<file path="config.mk">
export PLATFORM = sky130hd
export DESIGN_NAME = bus_timer
export DESIGN_NICKNAME = d
export VERILOG_FILES = /design/src/rtl/bus_timer.sv
export SDC_FILE = /design/constraint.sdc
export NUM_CORES = 1
export LEC_CHECK = 0
export ABC_AREA = 1
export BUFFER_PORTS_ARGS = -buffer_cell sky130_fd_sc_hd__buf_4
export CORE_ASPECT_RATIO = 1.1
export CORE_MARGIN = 2
export CORE_UTILIZATION = 45
export CTS_BUF_LIST = sky130_fd_sc_hd__clkbuf_8
export DETAILED_ROUTE_END_ITERATION = 7
export SLEW_MARGIN = 25
export SYNTH_ARGS = -nofsm -noshare
export SYNTH_HDL_FRONTEND = slang
export SYNTH_SLANG_ARGS = --single-unit
</file>
<file path="constraint.sdc">
create_clock -name clk -period 3.35 [get_ports clk]
set_input_delay 0.67 -clock clk [delete_from_list [all_inputs] [get_ports clk]]
set_output_delay 0.67 -clock clk [all_outputs]
set_load 0.01 [all_outputs]
</file>
<file path="src/rtl/bus_timer.sv">
// 16-bit memory-mapped down-counting interval timer with 8-bit prescaler.
// Responds on the 6502 bus at eight register slots and drives an active-low IRQ.
module bus_timer #(
    parameter logic [15:0] RELOAD_RESET   = 16'hFFFF,
    parameter logic [7:0]  PRESCALE_RESET = 8'h00
) (
    input  logic       clk,
    input  logic       rst,
    input  logic       cs,
    input  logic [2:0] addr,
    input  logic       rw,
    input  logic [7:0] idata,
    output logic [7:0] odata,
    output logic       irq
);

    localparam int unsigned CNT_W = 16;
    localparam int unsigned PS_W  = 8;
    localparam int unsigned BUS_W = 8;

    localparam logic [2:0] A_RELOAD_LO = 3'd0;
    localparam logic [2:0] A_RELOAD_HI = 3'd1;
    localparam logic [2:0] A_SNAP_LO   = 3'd2;
    localparam logic [2:0] A_SNAP_HI   = 3'd3;
    localparam logic [2:0] A_CTRL      = 3'd4;
    localparam logic [2:0] A_STATUS    = 3'd5;
    localparam logic [2:0] A_PRESCALE  = 3'd6;

    logic [CNT_W-1:0] reload_q, reload_d;
    logic [CNT_W-1:0] count_q, count_d;
    logic [CNT_W-1:0] snap_q, snap_d;
    logic [PS_W-1:0]  prescale_q, prescale_d;
    logic [PS_W-1:0]  pcnt_q, pcnt_d;
    logic             en_q, en_d;
    logic             oneshot_q, oneshot_d;
    logic             ien_q, ien_d;
    logic             flag_q, flag_d;

    logic wr_c;
    logic wr_ctrl_c;
    logic start_c;
    logic tick_c;
    logic expire_c;

    // Bus strobes and timebase events, all from pre-edge register state.
    always_comb begin
        wr_c      = cs & ~rw;
        wr_ctrl_c = wr_c & (addr == A_CTRL);
        start_c   = wr_ctrl_c & idata[0] & ~en_q;
        tick_c    = en_q & (pcnt_q == prescale_q);
        expire_c  = tick_c & (count_q == '0);
    end

    // Next-state for every register; writes held over many cycles must be idempotent.
    always_comb begin
        reload_d   = reload_q;
        count_d    = count_q;
        snap_d     = snap_q;
        prescale_d = prescale_q;
        pcnt_d     = pcnt_q;
        en_d       = en_q;
        oneshot_d  = oneshot_q;
        ien_d      = ien_q;
        flag_d     = flag_q;

        if (start_c) begin
            pcnt_d = '0;
        end else if (en_q) begin
            pcnt_d = tick_c ? '0 : pcnt_q + PS_W'(1);
        end

        if (start_c) begin
            count_d = reload_q;
        end else if (tick_c) begin
            if (count_q != '0) begin
                count_d = count_q - CNT_W'(1);
            end else if (oneshot_q) begin
                count_d = '0;
                en_d    = 1'b0;
            end else begin
                count_d = reload_q;
            end
        end

        if (wr_c) begin
            case (addr)
                A_RELOAD_LO: reload_d[7:0]  = idata;
                A_RELOAD_HI: reload_d[15:8] = idata;
                A_SNAP_LO:   snap_d         = count_q;
                A_CTRL: begin
                    // A CPU write to EN overrides a same-edge one-shot expiry.
                    en_d      = idata[0];
                    oneshot_d = idata[1];
                    ien_d     = idata[2];
                end
                A_STATUS: begin
                    if (idata[0]) begin
                        flag_d = 1'b0;
                    end
                end
                A_PRESCALE:  prescale_d = idata;
                default: ;
            endcase
        end

        // Expiry set has priority over a same-edge write-1-to-clear.
        if (expire_c) begin
            flag_d = 1'b1;
        end
    end

    always_ff @(posedge clk or negedge rst) begin
        if (!rst) begin
            reload_q   <= RELOAD_RESET;
            count_q    <= '0;
            snap_q     <= '0;
            prescale_q <= PRESCALE_RESET;
            pcnt_q     <= '0;
            en_q       <= 1'b0;
            oneshot_q  <= 1'b0;
            ien_q      <= 1'b0;
            flag_q     <= 1'b0;
        end else begin
            reload_q   <= reload_d;
            count_q    <= count_d;
            snap_q     <= snap_d;
            prescale_q <= prescale_d;
            pcnt_q     <= pcnt_d;
            en_q       <= en_d;
            oneshot_q  <= oneshot_d;
            ien_q      <= ien_d;
            flag_q     <= flag_d;
        end
    end

    // Read mux drives zero when not selected so the top level can OR read buses.
    always_comb begin
        odata = '0;
        if (cs && rw) begin
            case (addr)
                A_RELOAD_LO: odata = reload_q[7:0];
                A_RELOAD_HI: odata = reload_q[15:8];
                A_SNAP_LO:   odata = snap_q[7:0];
                A_SNAP_HI:   odata = snap_q[15:8];
                A_CTRL:      odata = BUS_W'({ien_q, oneshot_q, en_q});
                A_STATUS:    odata = BUS_W'({en_q, flag_q});
                A_PRESCALE:  odata = prescale_q;
                default:     odata = '0;
            endcase
        end
    end

    assign irq = ~(flag_q & ien_q);

endmodule

</file>
==> reports/qor.txt <==
first-pass GRT wire length -> 18010 µm
TritonRoute pass-1 iters -> 5
wire per inst -> 15.84 µm
f_max -> 383.7 MHz
Root Buffer -> clkbuf_8
post-cts sizing count -> 0
syn avg cell area -> 7.202 µm²
synth cell count leaders -> 216 x nand2_1, 55 x inv_1, 52 x dfrtp_1, 47 x o21ai_0, 33 x nor2_1
warnings from Yosys -> 0
Reg clk slew, reported paths -> 0.07 ns
Rows -> 36
die area -> 9619 µm²
count leader, synth -> nand2_1
# hold bufs at CTS -> 0
Antenna diodes -> 0
critical path arrival -> 1.94 ns
TritonCTS Buffers -> 9
multi-input logic area -> 1949 µm²
Die W -> 93.70 µm
combinational family with the most area after synthesis -> simple AND/OR/NAND/NOR gates
clk_skew -> 0.008038 ns
DRT iter0 DRCs -> 208
Yosys reg bits -> 68
Remaining DRCs -> 0
grt ovf -> 0
Core Area -> 8738 µm²
Area contributors post-synth -> dfrtp_1 33%, nand2_1 20%, dfstp_2 11%, o21ai_0 5.9%, inv_1 5.2%
Routed Wire Length -> 10990 µm
gate count of the mapped netlist -> 553
Hold Vio Cnt, Final -> 0
sequential element share of the synthesized area -> 43.23%
simple-gate share of the synthesized area -> 32.92%
cell taking the most area after synthesis -> dfrtp_1
Detail Route Antenna Nets -> 0
Synth top area share -> 32.67%
maximum clock path buffer count -> 2
fraction of layout cells with a size suffix above 1 -> 15.00%
final setup fails -> 0
Post-synth EDFFs -> 0
Synth Area in Adders -> 0.9425%
DR vias -> 3635
die height -> 102.7 µm
number of global-route vias before repair -> 3468
slew margin rel. -> 42.46%
vias per cell -> 5.238
syn_nets -> 571
initial antenna violation count -> 0
H-tree depth -> 3
mux contribution to synthesized area -> 1.131%
Final HPWL DP -> 8273 µm
Tot GR Track Use -> 25.04%
postcts setup bufs -> 0
Final min period -> 2.606 ns
Post-Synth XOR/XNOR Area -> 1.979%
CTS tree -> yes
largest net degree at the start of global routing -> 69
total power -> 0.003421 W
MaxCap Viol Count -> 0
Initial Utilization -> 45.58%
Worst EP required -> 2.68 ns
asr flop ratio synth -> 100.0%
final period utilization -> 77.80%
Worst VDD drop -> 0.3414 mV
RSZ-0062 raised after global routing -> false
Setup TNS -> 0 ns
PwrDens -> 770.8 nW/µm²
num ports -> 24
CP Max Fanout -> 9
path type of the worst min-delay path -> in -> async
I/O Buffers -> 23
Most used DFF post-synth -> dfrtp_1
clk sink count -> 68
FF/Latch Area -> 1722 µm²
Area Overhead vs Synth -> 11.44%
insertion delay to the later sink of the worst-skew pair -> 0.36 ns
layout filler cell count -> 924
status -> finished, final reports clean
critical path type -> in -> out
worst slew pin tran -> 0.8632 ns
crit path capture type -> output pin
Final Max Tran Viols -> 0
crit path launch type -> primary input
Distinct cells, synth -> 34
P_leak -> 2.209 nW
Mapped Area -> 3983 µm²
final RePlAce weighted congestion -> 0.9646
nets -> 593
Synth Area in Compound Gates -> 11.97%
==> routing by layer <==
layer | GRT usage (%) | vias up | wire length (µm)
li1 | - | 1800 | -
met1 | 32.94 | 1717 | 5034
met2 | 41.15 | 93 | 5223
met3 | 3.655 | 25 | 446
met4 | 11.48 | 0 | 287
met5 | 0 | - | 0
==> power breakdown <==
| part | leakage (nW) | switching, W | internal, W |
|---|---|---|---|
| sequential | 0.838 | 0.000266 | 0.00109 |
| combinational | 1.26 | 0.000836 | 0.000468 |
| clock | 0.115 | 0.000341 | 0.000418 |
==> cell type report <==
type	count	share of cell area, %
Clock buffer	9	2.791
Clock inverter	7	2.058
Inverter	61	5.159
Multi-Input combinational cell	411	43.92
Sequential cell	68	38.79
Tap cell	114	3.214
Timing Repair Buffer	24	4.060
==> critical path, cell delays in order <==
cell and delay (ns):
buf_4 0.14, inv_1 0.11, nand3_1 0.26, o21ai_0 0.30
a21oi_1 0.07, a31oi_1 0.22, buf_4 0.17
==> worst paths after layout <==
path	from	end	slack [ns]	cells after the start
worst max-delay path	addr[0]	odata[6]	0.74	7
worst min-delay path	rst	pcnt_q[2]	0.41	1
worst max register to register	pcnt_q[4]	count_q[1]	1.29	10
worst min register to register	count_q[0]	count_q[0]	0.49	2
max in group asynchronous	rst	count_q[11]	2.37	1
min in group clk	count_q[0]	count_q[0]	0.49	2
==> flip-flops by register name, summed over array words and instances, names as in the netlist <==
name / cells
pcnt_q: 8
oneshot_q: 1
reload_q: 16
prescale_q: 8
ien_q: 1
count_q: 16
snap_q: 16
flag_q: 1
en_q: 1
==> kinds of logic (layout without fill, tap and decap cells) <==
group	Yosys count	after routing
AND/OR/NAND/NOR	310	310
AO/OA/AOI/OAI	86	86
buffers and inverters	74	101
flip-flops	68	68
XOR/XNOR	9	9
adder cells (fa/ha/maj)	3	3
multiplexers	3	3
==> per-stage QoR <==
stage	util (%)	hold slack, ns	worst slack (ns)	instances	area, µm²
6_report	50.79	0.4139	0.7437	694	4438
5_1_grt	50.79	0.4692	0.6079	694	4438
4_1_cts	50.79	0.4583	0.7857	694	4438
3_5_place_dp	48.32	0.4814	0.7996	678	4223
3_3_place_gp	48.32	0.4637	0.8362	678	4223
2_1_floorplan	-	0.3744	1.116	553	3983
==> cells in the final DEF, fill, tap and decap left out, types with 3 or more instances in the layout <==
master and count:
a21oi_1 12, a31oi_1 4, buf_4 24, clkbuf_8 9
dfrtp_1 52, dfstp_2 16, ha_1 3, inv_1 56
inv_2 5, mux2_4 3, nand2_1 216, nand2_2 8
nand3_1 25, nand4_1 5, nor2_1 33, nor2_2 7
nor3_1 9, o21ai_0 47, o21ai_1 9, o21ai_2 4
o22ai_1 4, xnor2_1 5, xor2_1 4
(Power assumes the default switching activity.)
